$ cat src/rtl/aud_player_i2s.sv
// Serialises PCM samples onto the WM8731 DACDAT pin, framed by DACLRCK.
// I2S or left-justified; one ack per stereo frame on the left edge.
module aud_player_i2s #(
  parameter int DATA_W    = 16,
  parameter bit I2S_DELAY = 1'b1,
  parameter bit MONO      = 1'b1
) (
  input  logic              i_clk,
  input  logic              i_rst_n,
  input  logic              i_en,
  input  logic              i_daclrck,
  input  logic [DATA_W-1:0] i_dac_data,
  output logic              o_aud_dacdat,
  output logic              o_sample_ack,
  output logic              o_busy
);

  localparam int CW = $clog2(DATA_W);

  typedef enum logic [1:0] {
    IDLE,
    DELAY,
    SHIFT,
    PAD
  } state_t;

  state_t state_q, state_d;
  logic [DATA_W-1:0] shift_q, shift_d;
  logic [DATA_W-1:0] sample_q, sample_d;
  logic [CW-1:0] cnt_q, cnt_d;
  logic lrck_q, lrck_d;
  logic primed_q, primed_d;
  logic active_q, active_d;
  logic dacdat_q, dacdat_d;
  logic ack_q, ack_d;

  logic edge_s;
  logic left_s;
  logic right_s;
  logic load;
  logic [DATA_W-1:0] word;

  always_ff @(posedge i_clk or negedge i_rst_n) begin
    if (!i_rst_n) begin
      state_q  <= IDLE;
      shift_q  <= '0;
      sample_q <= '0;
      cnt_q    <= '0;
      lrck_q   <= 1'b0;
      primed_q <= 1'b0;
      active_q <= 1'b0;
      dacdat_q <= 1'b0;
      ack_q    <= 1'b0;
    end else begin
      state_q  <= state_d;
      shift_q  <= shift_d;
      sample_q <= sample_d;
      cnt_q    <= cnt_d;
      lrck_q   <= lrck_d;
      primed_q <= primed_d;
      active_q <= active_d;
      dacdat_q <= dacdat_d;
      ack_q    <= ack_d;
    end
  end

  always_comb begin
    state_d  = state_q;
    shift_d  = shift_q;
    sample_d = sample_q;
    cnt_d    = cnt_q;
    active_d = active_q;
    lrck_d   = i_daclrck;
    primed_d = 1'b1;
    dacdat_d = 1'b0;
    ack_d    = 1'b0;
    load     = 1'b0;
    word     = '0;

    edge_s  = primed_q && (i_daclrck != lrck_q);
    left_s  = edge_s && !i_daclrck;
    right_s = edge_s && i_daclrck;

    if (!i_en) begin
      state_d  = IDLE;
      active_d = 1'b0;
    end else if (left_s) begin
      sample_d = i_dac_data;
      word     = i_dac_data;
      load     = 1'b1;
      ack_d    = 1'b1;
      active_d = 1'b1;
    end else if (right_s && active_q) begin
      word = MONO ? sample_q : '0;
      load = 1'b1;
    end else begin
      unique case (state_q)
        IDLE, PAD: ;
        DELAY: begin
          dacdat_d = shift_q[DATA_W-1];
          shift_d  = shift_q << 1;
          cnt_d    = CW'(DATA_W - 1);
          state_d  = SHIFT;
        end
        SHIFT: begin
          if (cnt_q == '0) begin
            state_d = PAD;
          end else begin
            dacdat_d = shift_q[DATA_W-1];
            shift_d  = shift_q << 1;
            cnt_d    = cnt_q - 1'b1;
          end
        end
        default: state_d = IDLE;
      endcase
    end

    // An edge always restarts the word, abandoning any bits still queued.
    if (load) begin
      if (I2S_DELAY) begin
        state_d = DELAY;
        shift_d = word;
      end else begin
        state_d  = SHIFT;
        dacdat_d = word[DATA_W-1];
        shift_d  = word << 1;
        cnt_d    = CW'(DATA_W - 1);
      end
    end
  end

  assign o_aud_dacdat = dacdat_q;
  assign o_sample_ack = ack_q;
  assign o_busy       = (state_q == DELAY) || (state_q == SHIFT);

endmodule

$ cat config.mk
export PLATFORM = sky130hd
export DESIGN_NAME = aud_player_i2s
export DESIGN_NICKNAME = d
export VERILOG_FILES = /design/src/rtl/aud_player_i2s.sv
export SDC_FILE = /design/constraint.sdc
export NUM_CORES = 1
export LEC_CHECK = 0
export ABC_AREA = 1
export ABC_CLOCK_PERIOD_IN_PS = 2500
export BUFFER_PORTS_ARGS = -buffer_cell sky130_fd_sc_hd__buf_2
export CORE_MARGIN = 3
export CORE_UTILIZATION = 35
export DETAILED_ROUTE_END_ITERATION = 16
export GPL_TIMING_DRIVEN = 0
export HOLD_SLACK_MARGIN = 0.02
export PLACE_DENSITY_LB_ADDON = 0.15
export SETUP_SLACK_MARGIN = 0.4
export SYNTH_ARGS = -nofsm -noshare
export SYNTH_HDL_FRONTEND = slang
export SYNTH_SLANG_ARGS = --single-unit
$ cat constraint.sdc
create_clock -name i_clk -period 2.5 [get_ports i_clk]
set_clock_uncertainty 0.15 [all_clocks]
set_input_delay 0.5 -clock i_clk [delete_from_list [all_inputs] [get_ports i_clk]]
set_output_delay 0.5 -clock i_clk [all_outputs]
set_load 0.005 [all_outputs]
Word-level counts from Yosys, hierarchy flattened:

Cells that the tools add are included.

* input bits: 20
* word-level logic and storage cells: 67
* register bits: 43
* output and inout bits: 3

* add/subtract/negate cells: 1
* eq/ne operators: 12
* bitwise operators: 2
* muxes and demuxes: 29
* reductions and logical operators: 14

Operator list (number)
* 16-bit two-way mux: 8
* 16-bit one-hot mux with 2 select lines: 1
* 1-bit two-way mux: 11
* 2-bit two-way mux: 5
* 5-bit AND reduction: 2
* 4-bit one-hot mux with 2 select lines: 1
* 3-bit != test (second input constant): 2
* 1-bit logical AND: 4
* 4-bit zero test: 1
* 4-bit two-way mux: 1
* 2-bit by 1-bit != test with 1-bit output (second input constant): 2
* 2-bit != test (second input constant): 2
* 4-bit by 1-bit != test with 1-bit output (second input constant): 1
* 4-bit != test (second input constant): 1
* 2-bit one-hot mux with 2 select lines: 1
* 4-bit AND reduction: 1
* 2-bit nonzero test: 2
* 4-bit by 1-bit subtractor with 4-bit output (second input constant): 1
* 3-bit by 2-bit != test with 1-bit output (second input constant): 1
* 3-bit nonzero test: 1
* 2-bit by 1-bit == test with 1-bit output (second input constant): 1
* 2-bit == test (second input constant): 1
* 1-bit inverter: 2
* 1-bit one-hot mux with 2 select lines: 1
* other kinds (4): 4

Logic depth before layout (Yosys ltp):

Gate-level depths: netlist of the first run.

* depth after elaboration: 9
* mapped depth: 9

Worst setup path before layout of the first run:

Ideal clock, no wire load.

* path kind: register to register
* from: register state_q[0]
* to: register shift_q[15]
* path slack: 1.040 ns
* cell stages (with the launch flop): 10
* data required time: 2.285 ns
* data arrival time: 1.245 ns
* period minus slack after synthesis: 1.460 ns
* cell sequence: dfrtp_1 -> inv_1 -> ha_1 -> inv_1 -> nand2_1 -> nand3_1 -> buf_2 -> o21ai_0 -> nand2_1 -> nand2_1

* word-level cells in the longest chain between the ends: 6

Ends and longest elaborated chain
* from (decl): RTL line 27 `state_t state_q, state_d;`
* from (signal assigned): RTL line 55 `state_q <= state_d;`
* 2-bit == test / 2-bit by 1-bit == test with 1-bit output (equally long branches): RTL line 97 `unique case (state_q)`
* 16-bit one-hot mux with 2 select lines: RTL line 97
* 16-bit two-way mux: RTL line 93 `end else if (right_s && active_q) begin`
* 16-bit two-way mux: RTL line 87 `end else if (left_s) begin`
* 16-bit two-way mux: RTL line 84 `if (!i_en) begin`
* 16-bit two-way mux: RTL line 119 `if (load) begin`
* to (signal assigned): RTL line 56 `shift_q <= shift_d;`
* to (decl): RTL line 28 `logic [DATA_W-1:0] shift_q, shift_d;`

Parallel ways exist; a longest one is shown, timed or not. The select of a mux whose other input is x is not followed.
A chain may end at the register's enable or synchronous reset.

Final worst setup path of the first run:

* from: register state_q[0]
* to: output port o_busy

* word-level cells in the longest chain between the ends: 2

Ends and longest elaborated chain
* 2-bit by 1-bit == test with 1-bit output / 2-bit == test (equally long branches): RTL line 134 `assign o_busy = (state_q == DELAY) || (state_q == SHIFT);`
* 1-bit logical OR *: RTL line 134
* to (decl): RTL line 15 `output logic o_busy`

Every way passes the cells marked *; elsewhere a longest branch is shown, timed or not.

==> run summary, run 1 <==
Largest net degree at the start of global routing -> 44
Post-CTS sizing -> 0
Die ar. -> 7364 um2
Quantity of I/O buffers inserted on ports -> 22
Number of core rows -> 28
Syn Std Cell Area -> 2230 um2
Yosys warnings -> 0
Worst slew pin tran -> 979.1 ps
Util after Layout -> 41.62%
CP Capture Point -> o_busy
# diodes -> 0
Post-route setup TNS -> 0 ps
Reg2reg end -> shift_q[5]
GR Overflow Total -> 0
Area contributors post-synth -> dfrtp_1 48%, nand2_1 11%, inv_1 9.3%, nor2_1 8.2%, o21bai_1 5.1%
Vias post-DR -> 1,776
Pins over their slew limit -> 0
Final setup violation count -> 0
Reg area -> 1076 um2
Vias in the first global route -> 1,580
Drt pass-1 iters -> 4
DP HPWL -> 3116 um
Placer Congestion -> 0.8034
Startpoint types -> flip-flop
Leakage -> 1.348 nW
Post-Syn Nets -> 321
Register area share after synthesis -> 48.26%
Number of synthesized flops with an enable pin -> 0
Fraction of registers with async set/reset -> 100.0%
Max-cap viol count -> 0
Clock Path Buffers -> 2
Critical path class -> reg2out
Pwr per Cell Area -> 762.3 nW/um2
Synth top cells by count -> 67 x nand2_1, 55 x inv_1, 49 x nor2_1
Drc violations -> 0
Final period util -> 75.38%
Clk sink count -> 43
Drt wl/cell -> 11.13 um
Synth Instances -> 298
Worst path max stage delay -> 380 ps
CP dominant cell by count -> inv_1
Leading area contributor after synthesis -> dfrtp_1
Fin. Hold Viols -> 0
Io pins -> 23
Critical Path AT -> 1230 ps
Nets@finish -> 350
Hold slack -> 200.9 ps
Post-DP Area -> 2434 um2
CTS tree -> done
CP max-delay cell -> dfrtp_1
Seq cells post-synth -> 43
Relative slew slack -> 34.73%
Setup Slack @ Placement -> 754.8 ps
Average size of a mapped cell -> 7.482 um2
Ys flop type -> dfrtp_1
CP Cell Sequence -> inv_1, ha_1, inv_1, buf_2
Chip height -> 85.82 um
H-tree depth -> 2
Share of cells above drive strength 1 -> 14.33%
Setup ws final -> 615.4 ps
Clk_lat worst skew -> 300 ps
Worst min path class -> in2async
Fillers -> 631
Max FO, Critical Path -> 3
Area of the multi-input gates -> 870.8 um2
Post-CTS Setup Inserts -> 0
Outcome -> finished clean
Root buf cell -> clkbuf_8
Tmin final -> 1885 ps
Routed vias/inst -> 4.407
CTS Buf Count -> 5
Netlist cell types -> 23
DRT Wirelength -> 4487 um
Hold-fix buffers at CTS -> 0
Total Routing Usage GR -> 13.60%
Reg-to-reg slack, setup -> 780 ps
Final Cell Area -> 2522 um2
Syn-to-layout area delta -> 13.13%
First-pass GRT wire length -> 7686 um
Number of DRC markers in iteration 0 -> 136
Worst EP required -> 1850 ps
Worst-path clk slew -> 90 ps
Crit end category -> primary output
Worst R2R Path Depth -> 8
RR Startpoint -> state_q[0]
Critical Path Start -> state_q[0]
Core area -> 6061 um2
Die Width -> 85.82 um
Top-count cell post-synth -> nand2_1
Initial antenna violation count -> 0
Initial core utilization -> 36.79%
Synth top area share -> 48.26%
VDD IR-drop max -> 0.3036 mV
Fmax -> 530.6 MHz
RSZ-0062 raised after global routing -> false
Antenna viol nets, final -> 0
per-layer routing:
metal	track usage, %	up-vias	part of all wire (%)
li1	-	957	-
met1	20.06	778	53
met2	19.21	35	41
met3	3.266	6	5.2
met4	5.180	0	1.6
met5	0	-	0
metrics by stage:
stage	std cells	power [W]
5_1_grt	403	0.002085
2_1_floorplan	298	0.001365
3_3_place_gp	395	0.001481
3_5_place_dp	395	0.001494
4_1_cts	403	0.001949
6_report	403	0.001923
worst min path at each step:
stage / startpoint / to
floorplan: i_rst_n / active_q
CTS: i_daclrck / lrck_q
global placement: cnt_q[0] / cnt_q[0]
detailed placement: cnt_q[0] / cnt_q[0]
finish: i_rst_n / sample_q[12]
global route: i_daclrck / lrck_q
worst max-delay path, delay by kind of cell (launching register included):
family     cells  cell delay (ps)
fa+ha+maj      1              300
flops          1              380
buf+inv        3              260
kinds of logic (layout without fill, tap and decap cells):
group / after synthesis / count (layout) / share of synthesized area, %
xor gates and xnor gates: 1 / 1 / 0.3929
AOI/OAI and AO/OA: 41 / 41 / 11.00
other: 1 / 1 / 0.1682
DFF: 43 / 43 / 48.26
adders and majority gates: 3 / 3 / 1.684
and+or+nand+nor: 140 / 140 / 25.81
buffers and inverters: 69 / 99 / 12.68
final cells by class:
cell class	count	area share, %
multi-input cells	186	34.52
clock buffers	5	2.728
flip-flops and latches	43	42.66
plain buffers	11	2.530
clock inverters	3	0.7937
well taps	75	3.720
repair buffers	22	4.365
inverters	58	8.681
cell usage in the layout, fill, tap and decap left out, drive strengths merged:
cell	synthesis	layout
clkinv	1	2
nor2	50	50
buf	10	32
o21ai	24	24
o21bai	15	15
ha	3	3
clkinvlp	0	2
nand4	2	2
xnor2	1	1
a211oi	1	1
a21oi	1	1
nand2	68	68
nand3	20	20
dfrtp	43	43
conb	1	1
inv	57	57
clkbuf	1	6
report_power, final:
group / total [W] / internal [W] / switching, W
combinational: 0.000467 / 0.000198 / 0.000270
sequential: 0.00101 / 0.000906 / 0.000101
clock: 0.000449 / 0.000195 / 0.000255
flip-flops by register name, summed over array words and instances (netlist names):
| register | cells |
|---|---|
| active_q | 1 |
| cnt_q | 4 |
| lrck_q | 1 |
| o_aud_dacdat | 1 |
| o_sample_ack | 1 |
| primed_q | 1 |
| sample_q | 16 |
| shift_q | 16 |
| state_q | 2 |
Power figures use the tool's default switching activity.
==> run 2: changes to the inputs <==
--- a/config.mk
+++ b/config.mk
@@ -5,8 +5,8 @@
 export SDC_FILE = /design/constraint.sdc
 export NUM_CORES = 1
 export LEC_CHECK = 0
-export ABC_AREA = 1
-export ABC_CLOCK_PERIOD_IN_PS = 2500
+export ABC_AREA = 0
+export ABC_CLOCK_PERIOD_IN_PS = 1900
 export BUFFER_PORTS_ARGS = -buffer_cell sky130_fd_sc_hd__buf_2
 export CORE_MARGIN = 3
 export CORE_UTILIZATION = 35
==> constraint.sdc (replaced) <==
create_clock -name i_clk -period 1.9 [get_ports i_clk]
set_clock_uncertainty 0.15 [all_clocks]
set_input_delay 0.38 -clock i_clk [delete_from_list [all_inputs] [get_ports i_clk]]
set_output_delay 0.38 -clock i_clk [all_outputs]
set_load 0.005 [all_outputs]
==> run 2 against run 1 <==
- the flow now finishes with violations (setup timing)
- hold slack lost 120 ps
- flip-flop and latch count did not move
- synthesized area is 3.7% lower
- sequential power grew 29%
- via count down 13%
- clock-buffer cell count is 3 higher
- combinational power increased by 100%
==> run summary, run 2 <==
Largest net degree at the start of global routing -> 44 (unchanged)
Relative slew slack -> 34.99% (was 34.73%)
Most common cell after layout, fill and taps aside -> dfrtp_1 (was nand2_1)
Number of synthesized flops with an enable pin -> 0 (unchanged)
Vias post-DR -> 1,549 (was 1,776)
Nets@finish -> 245 (was 350)
Clk_lat worst skew -> 300 ps (about the same)
Critical Path AT -> 2260 ps (was 1230 ps)
Fmax -> 448.8 MHz
First-pass GRT wire length -> 8411 um (was 7686 um)
Setup ws final -> -328.0 ps (was 615.4 ps)
Post-Synth Simple-Gate Area -> 5.828% (was 25.81%)
Ys flop type -> dfrtp_1 (unchanged)
Most frequent cells in the layout -> 42 x dfrtp_1, 22 x buf_2, 19 x mux2_4 (was 67 x nand2_1, 55 x inv_1, 49 x nor2_1)
Startpoint types -> flip-flop (unchanged)
Number of DRC markers in iteration 0 -> 107 (was 136)
Max-cap viol count -> 0 (unchanged)
Share of cells above drive strength 1 -> 47.53% (was 14.33%)
Placer Congestion -> 0.7390 (was 0.8034)
Mux cell area share after synthesis -> 23.60% (was 0%)
Synth top area share -> 50.12% (was 48.26%)
Critical path class -> reg2reg (was reg2out)
DP HPWL -> 3127 um (was 3116 um)
Tmin final -> 2228 ps
Synth Instances -> 170 (was 298)
Pins over their slew limit -> 0 (unchanged)
Met2 WL -> 2465 um (was 1820 um)
Synth top cells by count -> 43 x dfrtp_1, 25 x mux2_2, 18 x mux2i_1 (was 67 x nand2_1, 55 x inv_1, 49 x nor2_1)
Area contributors post-synth -> dfrtp_1 50%, mux2_2 13%, mux2i_1 8.4%, a22o_1 4.1%, o211a_1 2.3% (was dfrtp_1 48%, nand2_1 11%, inv_1 9.3%, nor2_1 8.2%, o21bai_1 5.1%)
RSZ-0062 raised after global routing -> true (was false)
Final period util -> 117.3%
Post-route setup TNS -> -5836 ps (was 0 ps)
Initial core utilization -> 37.61% (was 36.79%)
Max FO, Critical Path -> 7 (was 3)
Biggest regs -> sample_q x16, shift_q x16, cnt_q x4 (unchanged)
Seq cells post-synth -> 43 (unchanged)
Largest family of logic cells by synthesized area -> multiplexers (was simple AND/OR/NAND/NOR gates)
Vias in the first global route -> 1,646 (was 1,580)
Total Routing Usage GR -> 14.71% (was 13.60%)
Die Width -> 84.32 um (was 85.82 um)
Setup Slack @ Placement -> -494.1 ps (was 754.8 ps)
Syn Std Cell Area -> 2147 um2 (was 2230 um2)
Worst min path class -> in2async (unchanged)
Synth Area in XOR/XNOR -> 0% (was 0.3928%)
Netlist cell types -> 40 (was 23)
H-tree depth -> 2 (unchanged)
Crit end category -> flip-flop (was primary output)
Failing checks -> setup timing
Die ar. -> 7110 um2 (was 7364 um2)
Post-Syn Nets -> 193 (was 321)
Core area -> 5709 um2 (was 6061 um2)
Leakage -> 1.312 nW (was 1.348 nW)
Io pins -> 23 (unchanged)
Average size of a mapped cell -> 12.63 um2 (was 7.482 um2)
Quantity of I/O buffers inserted on ports -> 22 (unchanged)
Top-count cell post-synth -> dfrtp_1 (was nand2_1)
Pwr per Cell Area -> 1016 nW/um2 (was 762.3 nW/um2)
Met3 WL -> 143 um (was 233 um)
Number of core rows -> 27 (was 28)
Clock Path Buffers -> 2 (unchanged)
Worst slew pin tran -> 975.1 ps (was 979.1 ps)
Drt wl/cell -> 16.61 um (was 11.13 um)
Compound-Gate Fraction of Synth Area -> 13.11% (was 11.00%)
Critical Path Start -> cnt_q[0] (was state_q[0])
Worst EP required -> 1930 ps (was 1850 ps)
Worst-path clk slew -> 80 ps (was 90 ps)
Final setup violation count -> 21 (was 0)
Clk sink count -> 43 (unchanged)
# diodes -> 0 (unchanged)
VDD IR-drop max -> 0.4897 mV (was 0.3036 mV)
Drc violations -> 0 (unchanged)
Initial antenna violation count -> 0 (unchanged)
Routed vias/inst -> 5.251 (was 4.407)
Post-synthesis adder-cell area fraction -> 1.748% (was 1.684%)
Yosys warnings -> 0 (unchanged)
Syn-to-layout area delta -> 32.05% (was 13.13%)
Met1 wire length -> 2211 um (was 2361 um)
Top Layer Used -> met4 (unchanged)
Antenna viol nets, final -> 0 (unchanged)
DRT Wirelength -> 4899 um (was 4487 um)
CTS Buf Count -> 5 (unchanged)
RR Startpoint -> cnt_q[0] (was state_q[0])
Leading area contributor after synthesis -> dfrtp_1 (unchanged)
GR Overflow Total -> 0 (unchanged)
Drt pass-1 iters -> 4 (unchanged)
Outcome -> finished with violations (was finished clean)
Chip height -> 84.32 um (was 85.82 um)
CTS tree -> done (unchanged)
Register area share after synthesis -> 50.12% (was 48.26%)
Fraction of registers with async set/reset -> 100.0% (unchanged)
Root buf cell -> clkbuf_8 (unchanged)
Fin. Hold Viols -> 0 (unchanged)
[run 2: cell count changes after synthesis, moves of 7 or more]
cell,before,now
mux2i_1,0,18
clkbuf_1,0,7
o21bai_1,15,0
mux2_2,0,25
inv_1,55,13
nand2_1,67,2
nor2_1,49,0
a22o_1,0,10
nand3_1,20,1
o21ai_0,20,3
[run 2: path summary, 6_finish.rpt]
check / cells past startpoint / slack, ps / to
worst min register to register: 1 / 360 / shift_q[6]
min in group i_clk: 1 / 90 / lrck_q
worst max-delay path: 8 / -330 / shift_q[1]
worst max register to register: 8 / -330 / shift_q[1]
worst min-delay path: 1 / 80 / o_sample_ack
max in group asynchronous: 1 / 840 / state_q[1]
[run 2: timing repair]
item,CTS,global route
hold buffers,0,0
buffers inserted,17,6
pin swaps,6,7
setup endpoints to repair,40,40
gates resized for setup,34,13
[run 2: per-layer routing]
metal | vias to the layer above | GRT usage, %
met5 | - | 0
met4 | 0 | 4.825
met3 | 9 | 3.238
met2 | 24 | 24.75
met1 | 794 | 18.78
li1 | 722 | -
[run 2: cell type report]
type,instances,area (um2)
flip-flops and latches,43,1077
inverters,13,51.30
multi-input cells,103,1080
plain buffers,11,125.1
well taps,72,90.09
fillers,509,2874
clock buffers,8,100.1
repair buffers,45,311.5
[run 2: logic make-up (layout without fill, tap and decap cells)]
| family | count (synthesis) | after routing |
|---|---|---|
| muxes | 46 | 46 |
| DFF | 43 | 43 |
| AOI/OAI and AO/OA | 35 | 35 |
| buffers and inverters | 24 | 77 |
| and+or+nand+nor | 18 | 18 |
| adders and majority gates | 3 | 3 |
| other | 1 | 1 |
[run 2: power by group]
part	switching [W]	total (W)	internal [W]
sequential	0.000133	0.00130	0.00116
combinational	0.000363	0.000943	0.000580
clock	0.000309	0.000641	0.000332
[run 2: critical path: stages (launching register included)]
cell and delay, ps:
dfrtp_1 390, inv_1 80, ha_2 170, or3b_4 380, and2_4 150, o31a_1 240
buf_6 130, buf_12 130, mux2_4 290
[run 2: stage by stage]
step,std cells,instance area [um2],power (W),util [%],hold slack (ps)
final,295,2835,0.002881,49.66,82.08
after global routing,295,2835,0.003048,49.66,87.09
after CTS,289,2763,0.002847,48.39,75.72
after detailed placement,264,2380,0.001969,41.68,345.4
after global placement,264,2380,0.001917,41.68,331.6
after floorplan,170,2180,0.001775,-,-65.59
